**config.mk**
```make
export PLATFORM = sky130hd
export DESIGN_NAME = seq_presenter
export DESIGN_NICKNAME = d
export VERILOG_FILES = /design/src/rtl/seq_presenter.sv
export SDC_FILE = /design/constraint.sdc
export NUM_CORES = 1
export LEC_CHECK = 0
export ABC_AREA = 1
export BUFFER_PORTS_ARGS = -buffer_cell sky130_fd_sc_hd__buf_4
export CAP_MARGIN = 20
export CORE_MARGIN = 2
export CORE_UTILIZATION = 60
export CTS_CLUSTER_DIAMETER = 40
export DETAILED_ROUTE_END_ITERATION = 16
export GPL_TIMING_DRIVEN = 1
export PLACE_DENSITY = 0.78
export SLEW_MARGIN = 20
export SYNTH_ARGS = -nofsm -noshare
export SYNTH_HDL_FRONTEND = slang
export SYNTH_SLANG_ARGS = --single-unit
```
**constraint.sdc**
```tcl
create_clock -name clk -period 2.5 [get_ports clk]
set_clock_uncertainty 0.2 [all_clocks]
set_input_delay 0.125 -clock clk [delete_from_list [all_inputs] [get_ports clk]]
set_output_delay 0.125 -clock clk [all_outputs]
set_load 0.005 [all_outputs]
```
**src/rtl/seq_presenter.sv**
```systemverilog
// Sequence presenter: plays a latched target sequence MSB-first on one LED,
// then debounces two answer buttons and emits single-cycle answer strobes
// for the downstream checker until the level completes or a replay is asked.
module seq_presenter #(
  parameter int unsigned SEQ_LEN     = 9,
  parameter int unsigned SHOW_CYCLES = 50000000,
  parameter int unsigned GAP_CYCLES  = 25000000,
  parameter int unsigned DEB_CYCLES  = 1000000
) (
  input  logic               clk,
  input  logic               reset,
  input  logic               start,
  input  logic [SEQ_LEN-1:0] seq,
  input  logic               btn0,
  input  logic               btn1,
  input  logic               replay,
  input  logic               level_done,
  output logic               led_on,
  output logic               led_bit,
  output logic               en,
  output logic               entered,
  output logic               busy,
  output logic               done,
  output logic [1:0]         phase
);

  // One timer width covers the show, gap and debounce intervals.
  localparam int unsigned MaxShowGap = (SHOW_CYCLES > GAP_CYCLES) ? SHOW_CYCLES : GAP_CYCLES;
  localparam int unsigned MaxCyc     = (MaxShowGap > DEB_CYCLES) ? MaxShowGap : DEB_CYCLES;
  localparam int unsigned TW         = (MaxCyc > 1) ? $clog2(MaxCyc) : 1;
  localparam int unsigned IW         = (SEQ_LEN > 1) ? $clog2(SEQ_LEN) : 1;

  localparam logic [TW-1:0] ShowLast = TW'(SHOW_CYCLES - 1);
  localparam logic [TW-1:0] GapLast  = TW'(GAP_CYCLES - 1);
  localparam logic [TW-1:0] DebLast  = TW'(DEB_CYCLES - 1);
  localparam logic [IW-1:0] IdxTop   = IW'(SEQ_LEN - 1);

  typedef enum logic [1:0] {
    StIdle    = 2'd0,
    StShowOn  = 2'd1,
    StShowGap = 2'd2,
    StInput   = 2'd3
  } state_e;

  state_e             state_q, state_d;
  logic [IW-1:0]      idx_q, idx_d;
  logic [TW-1:0]      timer_q, timer_d;
  logic [SEQ_LEN-1:0] seq_q, seq_d;
  logic               en_q, en_d;
  logic               entered_q, entered_d;
  logic               done_q, done_d;

  // Button path, index 0 = btn0, index 1 = btn1.
  logic [1:0]    btn_raw;
  logic [1:0]    sync1_q, sync2_q;
  logic [1:0]    deb_q, deb_d;
  logic [1:0]    deb_prev_q;
  logic [TW-1:0] deb_cnt_q [2];
  logic [TW-1:0] deb_cnt_d [2];
  logic [1:0]    press;
  logic          single_press;

  assign btn_raw = {btn1, btn0};

  // Two-flop synchronizers for the raw asynchronous buttons.
  always_ff @(posedge clk or negedge reset) begin
    if (!reset) begin
      sync1_q <= '0;
      sync2_q <= '0;
    end else begin
      sync1_q <= btn_raw;
      sync2_q <= sync1_q;
    end
  end

  // Debounce: accept a new level only after it has differed for DEB_CYCLES cycles.
  always_comb begin
    for (int i = 0; i < 2; i++) begin
      deb_d[i]     = deb_q[i];
      deb_cnt_d[i] = '0;
      if (sync2_q[i] != deb_q[i]) begin
        if (deb_cnt_q[i] == DebLast) begin
          deb_d[i] = sync2_q[i];
        end else begin
          deb_cnt_d[i] = deb_cnt_q[i] + TW'(1);
        end
      end
    end
  end

  // Debounced levels, their previous values and the stability counters.
  always_ff @(posedge clk or negedge reset) begin
    if (!reset) begin
      deb_q        <= '0;
      deb_prev_q   <= '0;
      deb_cnt_q[0] <= '0;
      deb_cnt_q[1] <= '0;
    end else begin
      deb_q        <= deb_d;
      deb_prev_q   <= deb_q;
      deb_cnt_q[0] <= deb_cnt_d[0];
      deb_cnt_q[1] <= deb_cnt_d[1];
    end
  end

  // A press is a rising edge of the debounced level; simultaneous presses cancel.
  assign press        = deb_q & ~deb_prev_q;
  assign single_press = press[0] ^ press[1];

  // Next-state logic for playback and the answer phase.
  always_comb begin
    state_d   = state_q;
    idx_d     = idx_q;
    timer_d   = timer_q;
    seq_d     = seq_q;
    en_d      = 1'b0;
    entered_d = entered_q;
    done_d    = 1'b0;

    case (state_q)
      StIdle: begin
        timer_d = '0;
        if (start) begin
          seq_d   = seq;
          idx_d   = IdxTop;
          state_d = StShowOn;
        end
      end

      StShowOn: begin
        if (timer_q == ShowLast) begin
          timer_d = '0;
          state_d = StShowGap;
        end else begin
          timer_d = timer_q + TW'(1);
        end
      end

      StShowGap: begin
        if (timer_q == GapLast) begin
          timer_d = '0;
          if (idx_q == '0) begin
            state_d = StInput;
          end else begin
            idx_d   = idx_q - IW'(1);
            state_d = StShowOn;
          end
        end else begin
          timer_d = timer_q + TW'(1);
        end
      end

      StInput: begin
        timer_d = '0;
        // Exits win over a press landing in the same cycle.
        if (level_done) begin
          done_d  = 1'b1;
          state_d = StIdle;
        end else if (replay) begin
          idx_d   = IdxTop;
          state_d = StShowOn;
        end else if (single_press) begin
          en_d      = 1'b1;
          entered_d = press[1];
        end
      end

      default: begin
        state_d = StIdle;
        timer_d = '0;
      end
    endcase
  end

  // State, playback position, latched sequence and registered strobes.
  always_ff @(posedge clk or negedge reset) begin
    if (!reset) begin
      state_q   <= StIdle;
      idx_q     <= '0;
      timer_q   <= '0;
      seq_q     <= '0;
      en_q      <= 1'b0;
      entered_q <= 1'b0;
      done_q    <= 1'b0;
    end else begin
      state_q   <= state_d;
      idx_q     <= idx_d;
      timer_q   <= timer_d;
      seq_q     <= seq_d;
      en_q      <= en_d;
      entered_q <= entered_d;
      done_q    <= done_d;
    end
  end

  // Outputs decode directly from registered state, so reset forces them low at once.
  always_comb begin
    led_on  = (state_q == StShowOn);
    led_bit = led_on & seq_q[idx_q];
    busy    = (state_q != StIdle);
    phase   = state_q;
    en      = en_q;
    entered = entered_q;
    done    = done_q;
  end

endmodule

```
==> report_table.html <==
<table>
<tr><th>Metric</th><th>Value</th></tr>
<tr><th colspan="2">Status</th></tr>
<tr><td>Status</td><td>completed</td></tr>
<tr><th colspan="2">Global route</th></tr>
<tr><td>Initial antenna violation count</td><td>0</td></tr>
<tr><td>Largest net degree at the start of global routing</td><td>52</td></tr>
<tr><td>GRT Overall Usage</td><td>0.263</td></tr>
<tr><td>Grt ovf</td><td>0</td></tr>
<tr><td>Vias in the first global route</td><td>4766</td></tr>
<tr><td>Global-route wire length before repair</td><td>21600 um</td></tr>
<tr><th colspan="2">Finish</th></tr>
<tr><td>Cell area after layout</td><td>6440 um^2</td></tr>
<tr><td>Final nets</td><td>850</td></tr>
<tr><td>Fraction of layout instances using a drive strength above 1</td><td>0.0815</td></tr>
<tr><td>Final core utilization</td><td>0.693</td></tr>
<tr><td>Area grow syn2layout</td><td>11.7%</td></tr>
<tr><td>Number of filler instances in the final layout</td><td>777</td></tr>
<tr><td>Number of antenna cells inserted</td><td>0</td></tr>
<tr><th colspan="2">Clocking</th></tr>
<tr><td>Clock-pin slew reported for the worst setup and hold paths after clock tree synthesis</td><td>0.11 ns</td></tr>
<tr><td>Clock tree from TritonCTS</td><td>yes</td></tr>
<tr><td>Clk sink count</td><td>104</td></tr>
<tr><td>Root buffer cell</td><td>sky130_fd_sc_hd__clkbuf_8</td></tr>
<tr><td>H-tree levels</td><td>3</td></tr>
<tr><td>Buffer depth of the longest clock path</td><td>2</td></tr>
<tr><td>CTS buffer count</td><td>9</td></tr>
<tr><td>Insertion delay of the later-clocked pin in the worst-skew pair</td><td>0.38 ns</td></tr>
<tr><td>Cts repair resizes</td><td>0</td></tr>
<tr><td>Post-CTS Hold Fix Bufs</td><td>14</td></tr>
<tr><td>Post-CTS setup-driven buffer insertion count</td><td>0</td></tr>
<tr><th colspan="2">Placed design</th></tr>
<tr><td>Last weighted congestion value of the routability-driven placer</td><td>0.981</td></tr>
<tr><td>Area after DPL</td><td>6100 um^2</td></tr>
<tr><td>DP Wirelength</td><td>9210 um</td></tr>
<tr><td>Total of buffers placed on input and output ports</td><td>23</td></tr>
<tr><th colspan="2">Power and ir drop</th></tr>
<tr><td>Clock network fraction of design power</td><td>0.270</td></tr>
<tr><td>Power per cell area</td><td>592 nW/um^2</td></tr>
<tr><td>Cell internal power dissipation</td><td>2570 uW</td></tr>
<tr><td>Switching pwr</td><td>1240 uW</td></tr>
<tr><td>Sw Share</td><td>0.326</td></tr>
<tr><td>Sequential power share</td><td>0.508</td></tr>
<tr><td>Worst vdd ir</td><td>0.000454 V</td></tr>
<tr><td>Combinational cell fraction of total power</td><td>0.222</td></tr>
<tr><td>Leakage power summed over all cells</td><td>0.00275 uW</td></tr>
<tr><th colspan="2">Synth</th></tr>
<tr><td>Net count after synthesis</td><td>805</td></tr>
<tr><td>Sequential fraction of the synthesis area</td><td>0.451</td></tr>
<tr><td>Synth warn</td><td>0</td></tr>
<tr><td>Average footprint of a synthesized cell</td><td>7.35 um^2</td></tr>
<tr><td>Number of flops mapped to enable cells by yosys</td><td>0</td></tr>
<tr><td>Cell count after synthesis</td><td>784</td></tr>
<tr><td>Most used flip-flop cell after synthesis</td><td>sky130_fd_sc_hd__dfrtp_1</td></tr>
<tr><td>Mapped Area</td><td>5760 um^2</td></tr>
<tr><td>Async S/R FF share, synth</td><td>1.00</td></tr>
<tr><td>Total of flip-flops plus latches after synthesis</td><td>104</td></tr>
<tr><td>Synth unique cells</td><td>35</td></tr>
<tr><th colspan="2">STA</th></tr>
<tr><td>Final Max Slew Viols</td><td>0</td></tr>
<tr><td>Relative slew margins</td><td>0.555</td></tr>
<tr><td>Timing-limited maximum frequency</td><td>471 MHz</td></tr>
<tr><td>Fraction of the cycle the final worst path needs</td><td>0.849</td></tr>
<tr><td>Setup repair after global routing missed its margin</td><td>no</td></tr>
<tr><td>Final Hold Fails</td><td>0</td></tr>
<tr><td>Worst hold slack across all endpoints</td><td>0.00141 ns</td></tr>
<tr><td>Actual slew at the worst max-slew pin</td><td>0.667 ns</td></tr>
<tr><td>Time the worst path needs with I/O delays and setup</td><td>2.12 ns</td></tr>
<tr><td>Setup violations, final</td><td>0</td></tr>
<tr><td>Setup TNS</td><td>0 ns</td></tr>
<tr><th colspan="2">Worst setup path</th></tr>
<tr><td>Slowest stage cell on the critical path</td><td>sky130_fd_sc_hd__dfrtp_1</td></tr>
<tr><td>Crit path required time</td><td>2.17 ns</td></tr>
<tr><td>Crit Path Class</td><td>reg2out</td></tr>
<tr><td>Cells along the critical path</td><td>clkinv_1 -&gt; o21ai_0 -&gt; o211ai_1 -&gt; nand3_1 -&gt; a21oi_1 -&gt; buf_4</td></tr>
<tr><td>Critical path's largest stage delay</td><td>0.46 ns</td></tr>
<tr><td>Startpoint Class</td><td>register</td></tr>
<tr><td>WP data arrival</td><td>1.80 ns</td></tr>
<tr><td>CP Max Fanout</td><td>9</td></tr>
<tr><td>Crit path capture type</td><td>output port</td></tr>
<tr><th colspan="2">Detailed routing</th></tr>
<tr><td>Iteration-0 DRC Markers</td><td>273</td></tr>
<tr><td>Routed wire per std cell</td><td>13.1 um</td></tr>
<tr><td>Number of iterations in the first detailed-routing pass</td><td>7</td></tr>
<tr><td>Post-route antenna net violation count</td><td>0</td></tr>
<tr><td>Vias per Instance</td><td>5.26</td></tr>
<tr><td>DRC</td><td>0</td></tr>
<tr><td>Vias</td><td>5069</td></tr>
<tr><td>Total wire length after detailed routing</td><td>12600 um</td></tr>
<tr><th colspan="2">Floorplan</th></tr>
<tr><td>Boundary pin count</td><td>24</td></tr>
<tr><td>Core region area</td><td>9280 um^2</td></tr>
<tr><td>Starting utilization of the core area</td><td>0.621</td></tr>
<tr><td>Number of rows created at floorplan</td><td>35</td></tr>
<tr><td>Die Footprint</td><td>10400 um^2</td></tr>
<tr><td>Horizontal die dimension</td><td>102 um</td></tr>
<tr><td>Die H</td><td>102 um</td></tr>
<tr><th colspan="2">Job</th></tr>
<tr><td>Maxcap violations</td><td>0</td></tr>
<tr><th colspan="2">Min path</th></tr>
<tr><td>Worst hold-check path type</td><td>in2async</td></tr>
</table>
==> sequential cells by signal, summed over array words and instances, names as in the netlist <==
name and flops:
deb_cnt_q 52, timer_q 26, seq_q 9, idx_q 4, deb_prev_q 2, deb_q 2
phase 2, sync1_q 2, sync2_q 2, done 1, en 1, entered 1
==> worst max-delay path, delay by kind of cell (launching register included) <==
family                 cells  cell delay [ns]
AO/OA/AOI/OAI              3             0.48
buffers and inverters      2             0.39
flip-flops                 1             0.46
AND/OR/NAND/NOR            1             0.09
==> routing by layer <==
metal  GRT usage  wire length (um)  vias to the layer above
met3      0.0561               592                       18
met5           0                 0                        -
met4      0.0862               211                        0
li1            -                 -                     2550
met1       0.353              5890                     2369
met2       0.428              5880                      132
==> logic make-up (layout without fill, tap and decap cells) <==
family	Yosys count	after routing	share of synthesized area
AOI/OAI and AO/OA	41	41	0.0382
xor gates and xnor gates	41	41	0.0623
adders and majority gates	5	5	0.0109
buffers and inverters	95	145	0.0640
DFF	104	104	0.451
muxes	8	8	0.0156
and+or+nand+nor	490	490	0.357
==> cell usage after synthesis, types with 2 or more instances <==
library cell,instances,share of area
sky130_fd_sc_hd__a21oi_1,10,0.0087
sky130_fd_sc_hd__a31oi_1,5,0.0054
sky130_fd_sc_hd__clkbuf_1,4,0.0026
sky130_fd_sc_hd__dfrtp_1,104,0.45
sky130_fd_sc_hd__ha_1,5,0.011
sky130_fd_sc_hd__inv_1,87,0.057
sky130_fd_sc_hd__mux2_2,8,0.016
sky130_fd_sc_hd__nand2_1,193,0.13
sky130_fd_sc_hd__nand2_2,4,0.0043
sky130_fd_sc_hd__nand3_1,54,0.047
sky130_fd_sc_hd__nand3b_1,2,0.0026
sky130_fd_sc_hd__nand4_1,13,0.014
sky130_fd_sc_hd__nor2_1,182,0.12
sky130_fd_sc_hd__nor2_2,3,0.0033
sky130_fd_sc_hd__nor2_4,2,0.0039
sky130_fd_sc_hd__nor3_1,24,0.021
sky130_fd_sc_hd__nor3_2,2,0.0035
sky130_fd_sc_hd__nor3b_1,2,0.0026
sky130_fd_sc_hd__nor4_1,2,0.0022
sky130_fd_sc_hd__o21ai_0,20,0.017
sky130_fd_sc_hd__o21ai_1,2,0.0017
sky130_fd_sc_hd__or2_2,4,0.0043
sky130_fd_sc_hd__xnor2_1,9,0.014
sky130_fd_sc_hd__xor2_1,32,0.049
==> path summary, 6_finish.rpt <==
kind | start | endpoint | cells after the start | slack (ns)
min reg2reg | sync1_q[0] | sync2_q[0] | 0 | 0.16
min | reset | timer_q[19] | 2 | 0.001
max | idx_q[0] | led_bit | 6 | 0.38
max reg2reg | deb_cnt_q[0] | deb_cnt_q[16] | 8 | 0.50
max in group asynchronous | reset | deb_cnt_q[40] | 3 | 1.43
min in group clk | start | phase[1] | 6 | 0.08
==> layout by cell type, fill, tap and decap left out, types with 3 or more instances in the layout <==
cell | synthesis | final
sky130_fd_sc_hd__dfrtp_1 | 104 | 104
sky130_fd_sc_hd__nor2_2 | 3 | 3
sky130_fd_sc_hd__xor2_1 | 32 | 32
sky130_fd_sc_hd__dlygate4sd3_1 | 0 | 14
sky130_fd_sc_hd__xnor2_1 | 9 | 9
sky130_fd_sc_hd__nor2_1 | 182 | 182
sky130_fd_sc_hd__nand4_1 | 13 | 13
sky130_fd_sc_hd__o21ai_0 | 20 | 20
sky130_fd_sc_hd__ha_1 | 5 | 5
sky130_fd_sc_hd__clkbuf_8 | 0 | 10
sky130_fd_sc_hd__buf_4 | 0 | 24
sky130_fd_sc_hd__nor3_1 | 24 | 24
sky130_fd_sc_hd__mux2_2 | 8 | 8
sky130_fd_sc_hd__inv_1 | 87 | 87
sky130_fd_sc_hd__inv_6 | 1 | 4
sky130_fd_sc_hd__a31oi_1 | 5 | 5
sky130_fd_sc_hd__nand2_1 | 193 | 193
sky130_fd_sc_hd__nand2_2 | 4 | 4
sky130_fd_sc_hd__or2_2 | 4 | 4
sky130_fd_sc_hd__nand3_1 | 54 | 54
sky130_fd_sc_hd__a21oi_1 | 10 | 10
==> area by class of cell <==
class | count | area, um^2 | share of cell area
Multi-Input combinational cell | 585 | 2790 | 0.434
Sequential cell | 104 | 2600 | 0.404
Tap cell | 129 | 161 | 0.0251
Clock inverter | 6 | 60.1 | 0.00933
Inverter | 90 | 343 | 0.0533
Timing Repair Buffer | 39 | 340 | 0.0529
Clock buffer | 10 | 138 | 0.0214
==> stage by stage <==
step	std cells	setup slack, ns	total power (uW)
floorplan	784	0.751	2530
global placement	933	0.578	2750
detailed placement	933	0.524	2790
CTS	963	0.451	3860
global route	963	0.205	4060
finish	963	0.377	3810
==> power by group through the flow <==
stage | clock network [uW] | registers [uW] | logic, uW
detailed placement | 0 | 1970 | 828
CTS | 1070 | 1930 | 854
global route | 1130 | 1960 | 969
global placement | 0 | 1960 | 795
floorplan | 0 | 1930 | 590
finish | 1030 | 1930 | 846
Note: power is estimated with default switching activity, not from simulation.
